$ cat src/rtl/vga_pkg.sv
// Shared constants and fetch FSM encoding for the VGA framebuffer fetch path.
package vga_pkg;

    localparam int WORD_W          = 32;
    localparam int PIX_PER_WORD    = 32;
    localparam int WORDS_PER_LINE  = 32;
    localparam int ACTIVE_LINES    = 768;
    localparam int WORDS_PER_FRAME = 24576;

    typedef enum logic {
        ST_IDLE = 1'b0,
        ST_REQ  = 1'b1
    } fetch_state_t;

endpackage

$ cat src/rtl/vga_word_shifter.sv
// 32-bit MSB-first pixel serializer with output gating by the delayed active flag.
module vga_word_shifter
    import vga_pkg::*;
(
    input  logic              clk,
    input  logic              reset,
    input  logic              load,
    input  logic [WORD_W-1:0] word,
    input  logic              active,
    output logic              pixel
);

    logic [WORD_W-1:0] shreg_q, shreg_d;
    logic              pix_q, pix_d;
    logic              active_q, active_d;

    // A load bypasses the shifter so the word's MSB appears on the very next cycle.
    always_comb begin
        pix_d    = shreg_q[WORD_W-1];
        shreg_d  = shreg_q << 1;
        active_d = active;
        if (load) begin
            pix_d   = word[WORD_W-1];
            shreg_d = word << 1;
        end
    end

    always_ff @(posedge clk) begin
        if (reset) begin
            shreg_q  <= '0;
            pix_q    <= 1'b0;
            active_q <= 1'b0;
        end else begin
            shreg_q  <= shreg_d;
            pix_q    <= pix_d;
            active_q <= active_d;
        end
    end

    assign pixel = pix_q & active_q;

endmodule

$ cat src/rtl/vga_pixel_fetch.sv
// Framebuffer word fetch, one-word prefetch buffer and sync alignment for a 1-bpp VGA stream.
module vga_pixel_fetch
    import vga_pkg::*;
#(
    parameter int                ADDR_W    = 15,
    parameter logic [ADDR_W-1:0] BASE_ADDR = '0
) (
    input  logic              clk,
    input  logic              reset,
    input  logic              active,
    input  logic              hsync_in,
    input  logic              vsync_in,
    input  logic              load,
    input  logic              next_addr,
    input  logic              reset_addr,
    output logic              mem_req,
    output logic [ADDR_W-1:0] mem_addr,
    input  logic              mem_ack,
    input  logic [WORD_W-1:0] mem_data,
    output logic              pixel,
    output logic              hsync,
    output logic              vsync,
    output logic              underrun
);

    fetch_state_t      state_q, state_d;
    logic [ADDR_W-1:0] addr_q, addr_d;
    logic [ADDR_W-1:0] mem_addr_q, mem_addr_d;
    logic              mem_req_q, mem_req_d;
    logic              pending_q, pending_d;
    logic              discard_q, discard_d;
    logic              start_q;
    logic [WORD_W-1:0] buf_q, buf_d;
    logic              buf_valid_q, buf_valid_d;
    logic              underrun_q, underrun_d;
    logic              hsync_q, vsync_q;

    logic              strobe;
    logic              ack_take;
    logic              load_en;
    logic [WORD_W-1:0] load_word;

    always_comb begin
        strobe     = next_addr | reset_addr;
        load_en    = load & active;
        ack_take   = 1'b0;
        addr_d     = addr_q;
        state_d    = state_q;
        pending_d  = pending_q;
        discard_d  = discard_q;
        mem_req_d  = mem_req_q;
        mem_addr_d = mem_addr_q;

        if (reset_addr) begin
            addr_d = '0;
        end else if (next_addr) begin
            addr_d = addr_q + 1'b1;
        end

        case (state_q)
            ST_IDLE: begin
                // start_q stands in for a reset_addr strobe on the first cycle out of reset.
                if (strobe || pending_q || start_q) begin
                    state_d    = ST_REQ;
                    mem_req_d  = 1'b1;
                    mem_addr_d = BASE_ADDR + addr_d;
                    pending_d  = 1'b0;
                end
            end
            ST_REQ: begin
                if (strobe) begin
                    pending_d = 1'b1;
                end
                if (mem_ack) begin
                    // Data in flight when the address was rewound belongs to the old frame.
                    ack_take  = ~(discard_q | reset_addr);
                    discard_d = 1'b0;
                    state_d   = ST_IDLE;
                    mem_req_d = 1'b0;
                end else if (reset_addr) begin
                    discard_d = 1'b1;
                end
            end
            default: state_d = ST_IDLE;
        endcase
    end

    always_comb begin
        buf_d       = buf_q;
        buf_valid_d = buf_valid_q;
        underrun_d  = underrun_q;
        load_word   = buf_valid_q ? buf_q : '0;
        if (load_en) begin
            buf_valid_d = 1'b0;
            if (!buf_valid_q) begin
                underrun_d = 1'b1;
            end
        end
        // An accepted ack lands after the load has already taken the old word.
        if (ack_take) begin
            buf_d       = mem_data;
            buf_valid_d = 1'b1;
        end
    end

    always_ff @(posedge clk) begin
        if (reset) begin
            state_q     <= ST_IDLE;
            addr_q      <= '0;
            mem_addr_q  <= BASE_ADDR;
            mem_req_q   <= 1'b0;
            pending_q   <= 1'b0;
            discard_q   <= 1'b0;
            start_q     <= 1'b1;
            buf_q       <= '0;
            buf_valid_q <= 1'b0;
            underrun_q  <= 1'b0;
            hsync_q     <= 1'b1;
            vsync_q     <= 1'b1;
        end else begin
            state_q     <= state_d;
            addr_q      <= addr_d;
            mem_addr_q  <= mem_addr_d;
            mem_req_q   <= mem_req_d;
            pending_q   <= pending_d;
            discard_q   <= discard_d;
            start_q     <= 1'b0;
            buf_q       <= buf_d;
            buf_valid_q <= buf_valid_d;
            underrun_q  <= underrun_d;
            hsync_q     <= hsync_in;
            vsync_q     <= vsync_in;
        end
    end

    vga_word_shifter u_shifter (
        .clk    (clk),
        .reset  (reset),
        .load   (load_en),
        .word   (load_word),
        .active (active),
        .pixel  (pixel)
    );

    assign mem_req  = mem_req_q;
    assign mem_addr = mem_addr_q;
    assign hsync    = hsync_q;
    assign vsync    = vsync_q;
    assign underrun = underrun_q;

endmodule

$ cat config.mk
export PLATFORM = sky130hd
export DESIGN_NAME = vga_pixel_fetch
export DESIGN_NICKNAME = d
export VERILOG_FILES = /design/src/rtl/vga_pkg.sv /design/src/rtl/vga_word_shifter.sv /design/src/rtl/vga_pixel_fetch.sv
export SDC_FILE = /design/constraint.sdc
export NUM_CORES = 1
export LEC_CHECK = 0
export CAP_MARGIN = 20
export CORE_MARGIN = 3
export CORE_UTILIZATION = 56
export CTS_BUF_LIST = sky130_fd_sc_hd__clkbuf_4
export DETAILED_ROUTE_END_ITERATION = 8
export GPL_ROUTABILITY_DRIVEN = 0
export GPL_TIMING_DRIVEN = 0
export PLACE_DENSITY_LB_ADDON = 0.25
export SKIP_LAST_GASP = 1
export SYNTH_ARGS = -nofsm -noshare
export SYNTH_HDL_FRONTEND = slang
export SYNTH_SLANG_ARGS = --single-unit
$ cat constraint.sdc
create_clock -name clk -period 3.7 [get_ports clk]
set_input_delay 1.11 -clock clk [delete_from_list [all_inputs] [get_ports clk]]
set_output_delay 1.11 -clock clk [all_outputs]
set_load 0.1 [all_outputs]
==> impl_metrics.json <==
{
  "setup_violations": 0,
  "fin_tns_setup_ns": 0,
  "clkSlewWorstSetupHoldPaths_ns": 0.18,
  "synthDistinctLibCells": 28,
  "syn-mean-instance-area_sq_um": 8.20,
  "place_inst": 592,
  "drive_gt1_share_pct": 4.33,
  "root_buffer": "clkbuf_4",
  "max_freq_ghz": 0.315,
  "power_density_nw_per_um2": 422,
  "fp.dieH_microns": 87.7,
  "wl_met3_microns": 387,
  "placeableCoreArea_sq_um": 6420,
  "maxCapViolCount": 0,
  "wl_per_cell_microns": 12.7,
  "hold_buffers": 0,
  "finalCritPeriodShare_pct": 85.8,
  "ys_top_cells_by_count": "nand2_1 (117), dfxtp_1 (104), a21oi_1 (72), nand3_1 (36), clkbuf_1 (29)",
  "cts_resized": 0,
  "yosysSeqAreaShare_pct": 55.7,
  "startpoint_type": "flip-flop",
  "synthCells": 456,
  "fp.dieArea_sq_um": 7700,
  "yosysMostFrequentCell": "nand2_1",
  "final.min_clock_period_ns": 3.17,
  "antenna_left": 0,
  "fin_area_sq_um": 4580,
  "p_leak_uw": 0.00149,
  "antenna_found_initial": 0,
  "grt.overflow.total": 0,
  "boundaryPins": 61,
  "rsz0062_at_grt": "false",
  "slew_headroom_pct": 34.9,
  "grt_pass1_wl_microns": 13200,
  "synth_edf_count": 0,
  "cts_setup_buffers": 0,
  "cts_max_level": 3,
  "crit_start": "u_shifter.pix_q$_SDFF_PP0_",
  "synth_top_area_cell": "dfxtp_1",
  "synth.cell_area_sq_um": 3740,
  "cp.required_ns": 2.59,
  "synth_ff_type": "dfxtp_1",
  "power_uw": 1930,
  "clk_latency_ns": 0.46,
  "die-width_microns": 87.7,
  "instances_no_fill": 608,
  "wl_met1_microns": 3220,
  "skew_ns": 0.0253,
  "grt_pass1_vias": 3127,
  "top_layer_used": "met4",
  "drc": 0,
  "tightest_slew_ns": 0.974,
  "dr.first_iter.drc_count": 136,
  "synth-seq-cells": 104,
  "rows": 29,
  "async_flop_share_pct": 0,
  "hold_viol": 0,
  "crit_path_max_fanout": 1,
  "critPathKind": "flip-flop to primary output",
  "vias_per_cell": 5.32,
  "area.growth.synth_to_final_pct": 22.4,
  "synth_area_leaders": "dfxtp_1 (56%), nand2_1 (12%), a21oi_1 (9.6%), nand3_1 (4.8%), clkbuf_1 (2.9%)",
  "ys_warn_count": 0,
  "r2r_start": "state_q$_SDFF_PP0_",
  "totalWireLength_microns": 7730,
  "place_hpwl_microns": 5670,
  "clock-sinks": 104,
  "cts_buffer_depth": 2,
  "grt_max_degree": 20,
  "arrival_ns": 2.06,
  "drt_pass1_iterations": 4,
  "synth_nets": 498,
  "reg2reg_slack_ns": 1.67,
  "cts_made_buffers": 9,
  "endpoint_kind": "primary output",
  "num_vias": 3232,
  "yosysTopAreaCellShare_pct": 55.7,
  "hp-start": "u_shifter.shreg_q[1]$_SDFF_PP0_",
  "final-max-slew-violation-count": 0,
  "start_util_pct": 58.3,
  "fin_nets": 568,
  "hold_class": "flip-flop to flip-flop",
  "grtUsageTotal_pct": 21.6,
  "status": "complete, no violations",
  "antenna_cells": 0,
  "dr_wl_met2_microns": 4040,
  "vdd_drop_max_mv": 0.291,
  "port_buffers": 59,
  "placed_area_sq_um": 4430,
  "cts_tree": "yes"
}
## final cells by class
type | instances | area, sq um
clock inverter | 7 | 85.1
inverter | 5 | 18.8
multi-input combinational | 312 | 1500
tap | 77 | 96.3
timing repair buffer | 59 | 591
sequential | 104 | 2080
fill | 530 | 1840
buffer | 35 | 143
clock buffer | 9 | 67.6
## per-stage QoR
step	worst slack [ns]	hold WS (ns)	utilization [%]
after floorplan	1.07	0.417	-
after global placement	0.505	0.419	68.9
after detailed placement	0.460	0.425	68.9
after CTS	0.510	0.435	71.3
after global routing	0.443	0.452	71.3
final	0.525	0.439	71.3
## worst paths after layout
check / to / cells past startpoint
max: pixel / 2
min: u_shifter.shreg_q[2]$_SDFF_PP0_ / 2
max reg2reg: buf_q[14]$_SDFFE_PP0P_ / 6
min reg2reg: u_shifter.shreg_q[2]$_SDFF_PP0_ / 2
## sequential cells by signal (all words and copies together) (netlist names), 15 cells and up
register,count
mem_addr,15
addr_q,15
buf_q,32
u_shifter.shreg_q,31
## logic make-up after synthesis
group	count (synthesis)	share of synthesized area, %
buffers and inverters	40	4.31
AO/OA/AOI/OAI	89	12.3
XOR/XNOR	12	2.81
AND/OR/NAND/NOR	209	24.3
multiplexers	1	0.268
adder cells (fa/ha/maj)	1	0.334
flip-flops	104	55.7
## critical path: stages, from the launching register on
cell	delay, ns
dfxtp_1	0.36
and2_1	0.13
clkdlybuf4s50_1	1.13
## report_power, final
part           switching (uW)  internal, uW  total [uW]
combinational             103          66.0         170
sequential               9.55          1140        1150
clock                     392           221         613
## per-layer routing
layer  GRT usage [%]  up-vias
li1                -     1658
met1            24.2     1496
met2            40.3       69
met3            5.83        9
met4            5.58        0
met5               0        -
## cell usage in the layout (no fill, tap or decap), drive strengths merged
cell / count
a211oi: 2
a21oi: 72
and2: 2
buf: 5
bufinv: 1
clkbuf: 39
clkdlybuf4s50: 59
clkinv: 2
dfxtp: 104
ha: 1
inv: 9
mux2i: 1
nand2: 117
nand3: 36
nand4: 3
nor2: 20
nor2b: 1
nor3: 10
nor4: 5
o211ai: 2
o21ai: 12
o31a: 1
or2: 4
or3: 8
or4: 3
xnor2: 8
xor2: 4
Note: power is estimated with default switching activity, not from simulation.
